--- config.mk ---
export PLATFORM = sky130hd
export DESIGN_NAME = grid_scanout
export DESIGN_NICKNAME = d
export VERILOG_FILES = /design/src/rtl/gol_pkg.sv /design/src/rtl/grid_scanout.sv
export SDC_FILE = /design/constraint.sdc
export NUM_CORES = 1
export LEC_CHECK = 0
export CORE_MARGIN = 2
export CORE_UTILIZATION = 30
export DETAILED_ROUTE_END_ITERATION = 7
export GPL_TIMING_DRIVEN = 0
export PLACE_DENSITY = 0.62
export SLEW_MARGIN = 20
export SYNTH_ARGS = -nofsm -noshare
export SYNTH_HDL_FRONTEND = slang
export SYNTH_SLANG_ARGS = --single-unit
--- constraint.sdc ---
create_clock -name clk -period 4.4 [get_ports clk]
set_input_delay 0.44 -clock clk [delete_from_list [all_inputs] [get_ports clk]]
set_output_delay 0.44 -clock clk [all_outputs]
set_load 0.1 [all_outputs]
--- src/rtl/gol_pkg.sv ---
// Shared definitions for the Game-of-Life grid blocks: scan-out states,
// default frame marker and the grid edge length used by the cell array.
package gol_pkg;

    typedef enum logic [1:0] {
        IDLE,
        HDR,
        GEN,
        DATA
    } state_t;

    localparam logic [7:0]  HEADER_DEFAULT = 8'hA5;
    localparam int unsigned GRID_SIZE      = 10;

endpackage

--- src/rtl/grid_scanout.sv ---
// Snapshots the live grid on request and streams it as a byte frame:
// header, frame counter, then the packed cells LSB first.
module grid_scanout
    import gol_pkg::*;
#(
    parameter int unsigned GRIDSIZE = GRID_SIZE,
    parameter logic [7:0]  HEADER   = HEADER_DEFAULT
) (
    input  logic                           clk,
    input  logic                           rst,
    input  logic [GRIDSIZE*GRIDSIZE-1:0]   grid_in,
    input  logic                           frame_req,
    output logic [7:0]                     tx_data,
    output logic                           tx_valid,
    input  logic                           tx_ready,
    output logic                           tx_last,
    output logic                           busy,
    output logic                           overrun
);

    localparam int unsigned N    = GRIDSIZE * GRIDSIZE;
    localparam int unsigned NB   = (N + 7) / 8;
    localparam int unsigned IW   = (NB > 1) ? $clog2(NB) : 1;
    localparam int unsigned LAST = NB - 1;

    state_t          r_state;
    state_t          w_next;
    logic [N-1:0]    r_snap;
    logic [IW-1:0]   r_idx;
    logic [IW-1:0]   w_idx_next;
    logic [7:0]      r_cnt;
    logic [7:0]      w_cnt_next;
    logic            r_overrun;
    logic            w_capture;
    logic            w_last_byte;
    logic [NB*8-1:0] w_pad;
    logic [7:0]      w_byte;

    // Cells past N in the final byte read as zero via the zero-extending cast.
    assign w_pad       = (NB*8)'(r_snap);
    assign w_last_byte = (r_idx == IW'(LAST));

    always_comb begin
        w_byte = '0;
        for (int unsigned k = 0; k < NB; k++) begin
            if (r_idx == IW'(k)) begin
                w_byte = w_pad[k*8 +: 8];
            end
        end
    end

    always_comb begin
        w_next     = r_state;
        w_idx_next = r_idx;
        w_cnt_next = r_cnt;
        w_capture  = 1'b0;
        tx_valid   = 1'b0;
        tx_data    = '0;
        tx_last    = 1'b0;
        case (r_state)
            IDLE: begin
                if (frame_req) begin
                    w_next    = HDR;
                    w_capture = 1'b1;
                end
            end
            HDR: begin
                tx_valid = 1'b1;
                tx_data  = HEADER;
                if (tx_ready) begin
                    w_next = GEN;
                end
            end
            GEN: begin
                tx_valid = 1'b1;
                tx_data  = r_cnt;
                if (tx_ready) begin
                    w_next     = DATA;
                    w_idx_next = '0;
                end
            end
            DATA: begin
                tx_valid = 1'b1;
                tx_data  = w_byte;
                tx_last  = w_last_byte;
                if (tx_ready) begin
                    if (w_last_byte) begin
                        w_next     = IDLE;
                        w_cnt_next = r_cnt + 8'd1;
                    end else begin
                        w_idx_next = r_idx + IW'(1);
                    end
                end
            end
            default: w_next = IDLE;
        endcase
    end

    always_ff @(posedge clk) begin
        if (rst) begin
            r_state   <= IDLE;
            r_snap    <= '0;
            r_idx     <= '0;
            r_cnt     <= '0;
            r_overrun <= 1'b0;
        end else begin
            r_state <= w_next;
            r_idx   <= w_idx_next;
            r_cnt   <= w_cnt_next;
            if (w_capture) begin
                r_snap <= grid_in;
            end
            // Any request outside IDLE, including the final-transfer cycle, is an overrun.
            if (frame_req && (r_state != IDLE)) begin
                r_overrun <= 1'b1;
            end
        end
    end

    assign busy    = (r_state != IDLE);
    assign overrun = r_overrun;

endmodule
==> flow_metrics.env <==
export IMPL_status="complete, no violations"
export IMPL_grt_antenna_before_repair=0
export IMPL_drv_slew=0
export IMPL_timing_final_ws_setup_ns=0.252
export IMPL_finalCriticalPeriod_ns=4.15
export IMPL_rows=49
export IMPL_num_vias=5697
export IMPL_antennaDiodeCount=0
export IMPL_coreArea_sq_um=17900
export IMPL_insertion_delay_ns=0.42
export IMPL_power_leakage_nw=2.78
export IMPL_ys_async_sr_fraction_pct=0
export IMPL_syn_cell_area_sq_um=5460
export IMPL_rsz0062_at_grt="no"
export IMPL_worst_path_max_fanout=10
export IMPL_nets=998
export IMPL_grt_start_max_net_pins=17
export IMPL_root_buffer="clkbuf_16"
export IMPL_post_place_ws_ns=0.426
export IMPL_ctsHtreeMaxLevel=4
export IMPL_syn_nets=865
export IMPL_synth_seq_cells=115
export IMPL_viasPerCell=5.07
export IMPL_fmax_mhz=241
export IMPL_synth_most_common_cell="nand2_1"
export IMPL_synth_cell_types=48
export IMPL_ys_top_cells_by_area="dfxtp_1, nand2_1, a21oi_1"
export IMPL_io_pins=116
export IMPL_wl_um=18400
export IMPL_min_period_over_period_pct=94.3
export IMPL_worstPathArrival_ns=3.71
export IMPL_portBuffers=114
export IMPL_finalHoldViolations=0
export IMPL_power_mw=3.93
export IMPL_clock_path_buffers=2
export IMPL_maxCapViolCount=0
export IMPL_hp_class="reg -> reg"
export IMPL_post_cts_setup_buffer_count=0
export IMPL_drt_wirelength_per_cell_um=16.4
export IMPL_synth_top_area_share_pct=42.1
export IMPL_setup_viol=0
export IMPL_ctsHoldBuffers=0
export IMPL_avgSynthCellArea_sq_um=7.27
export IMPL_drt_initial_drc_count=463
export IMPL_clock_sinks=115
export IMPL_initial_core_util_pct=30.5
export IMPL_drc=0
export IMPL_dieArea_sq_um=19300
export IMPL_synthCells=751
export IMPL_die_y_um=139
export IMPL_synthFlopType="dfxtp_1"
export IMPL_gr_total_overflow=0
export IMPL_track_usage_pct=19.2
export IMPL_gp_congestion=0.997
export IMPL_areaGrowthSynthToFinish_pct=36.6
export IMPL_cts_tree="yes"
export IMPL_timing_worst_setup_path_type="reg -> out"
export IMPL_ys_warn_count=0
export IMPL_tns_ns=0
export IMPL_hpwl_um=13900
export IMPL_grt_pass1_wl_um=28900
export IMPL_power_density_nw_per_um2=526
export IMPL_worst_pin_slew_ns=0.977
export IMPL_cp_start_kind="register"
export IMPL_synth_common_cells="nand2_1, a21oi_1, dfxtp_1, clkbuf_1, nor2_1"
export IMPL_slew_headroom_pct=34.8
export IMPL_yosysSeqAreaShare_pct=42.1
export IMPL_cts_resized=2
export IMPL_synth_edf_count=0
export IMPL_worstPathRequired_ns=3.96
export IMPL_drtPass1Iterations=5
export IMPL_clk_pin_slew_worst_paths_ns=0.05
export IMPL_numCtsBuffers=17
export IMPL_endpoint_kind="output pin"
export IMPL_finClkSkew_ns=0.00451
export IMPL_die_w_um=139
export IMPL_grt_pass1_vias=5583
export IMPL_ir_worst_vdd_v=0.000589
export IMPL_yosysTopAreaCell="dfxtp_1"
export IMPL_layout_drive_gt1_share_pct=5.59
export IMPL_antenna_left=0
[cells by family after synthesis]
logic type	share of synthesized area, %
DFF	42.1
AOI/OAI and AO/OA	24.0
muxes	0.183
xor gates and xnor gates	1.44
and+or+nand+nor	24.3
buffers and inverters	5.63
adders and majority gates	2.29
[worst max-delay path: stages, from the launching register on]
cell           delay (ns)
dfxtp_1              0.37
inv_1                0.11
ha_1                 0.19
buf_2                0.25
buf_1                0.41
nand3_1              0.14
a211oi_1             0.35
o22ai_1              0.17
a311oi_1             0.39
dlygate4sd2_1        0.91
[per-layer routing]
layer / GRT usage, % / routed length [um]
met2: 32.2 / 8780
met5: 0 / 0
met4: 8.13 / 456
met3: 3.97 / 1050
met1: 23.9 / 8090
[final timing paths]
| check | startpoint | to | slack (ns) | cells after the start |
|---|---|---|---|---|
| worst min-delay path | r_snap[43]$_SDFFE_PP0P_ | r_snap[43]$_SDFFE_PP0P_ | 0.45 | 2 |
| worst max-delay path | r_idx[0]$_SDFFE_PP0P_ | tx_data[4] | 0.25 | 9 |
| worst min register to register | r_snap[43]$_SDFFE_PP0P_ | r_snap[43]$_SDFFE_PP0P_ | 0.45 | 2 |
| worst max register to register | r_state[1]$_SDFFE_PP0P_ | r_snap[96]$_SDFFE_PP0P_ | 1.83 | 8 |
[layout make-up]
class	count	area, sq um
buffer	61	248
clock buffer	23	478
clock inverter	6	80.1
fill	1927	10400
inverter	16	60.1
multi-input combinational	559	2850
sequential	115	2300
tap	229	287
timing repair buffer	114	1150
[registers in the layout, indices dropped and copies added (netlist names)]
register and flops:
r_cnt 8, overrun 1, r_snap 100, r_idx 4
r_state 2
[power breakdown]
group / switching, mW / internal (mW)
combinational: 0.848 / 0.406
sequential: 0.131 / 1.22
clock: 0.459 / 0.862
total: 1.44 / 2.49
[placed cells by master, fill, tap and decap left out, types with 6 or more instances in the layout]
| master | n |
|---|---|
| nand2_1 | 229 |
| a21oi_1 | 137 |
| dfxtp_1 | 115 |
| clkdlybuf4s50_1 | 106 |
| clkbuf_1 | 45 |
| nor2_1 | 33 |
| o21ai_0 | 21 |
| clkbuf_16 | 17 |
| inv_1 | 16 |
| buf_2 | 15 |
| a221oi_1 | 11 |
| nand3_1 | 10 |
| ha_1 | 10 |
| nor2b_1 | 9 |
| a211oi_1 | 8 |
| xor2_1 | 7 |
| o22ai_1 | 6 |
| nand4_1 | 6 |
| a31o_2 | 6 |
| nor3_1 | 6 |
| dlymetal6s2s_1 | 6 |
[metrics by stage]
stage	hold WS, ns	utilization [%]	std cells	area [sq um]
finish	0.453	41.7	1123	7460
global route	0.463	41.7	1123	7460
CTS	0.454	41.6	1123	7450
detailed placement	0.447	38.5	1094	6890
global placement	0.444	38.5	1094	6890
floorplan	0.432	-	751	5460
Power figures use the tool's default switching activity.
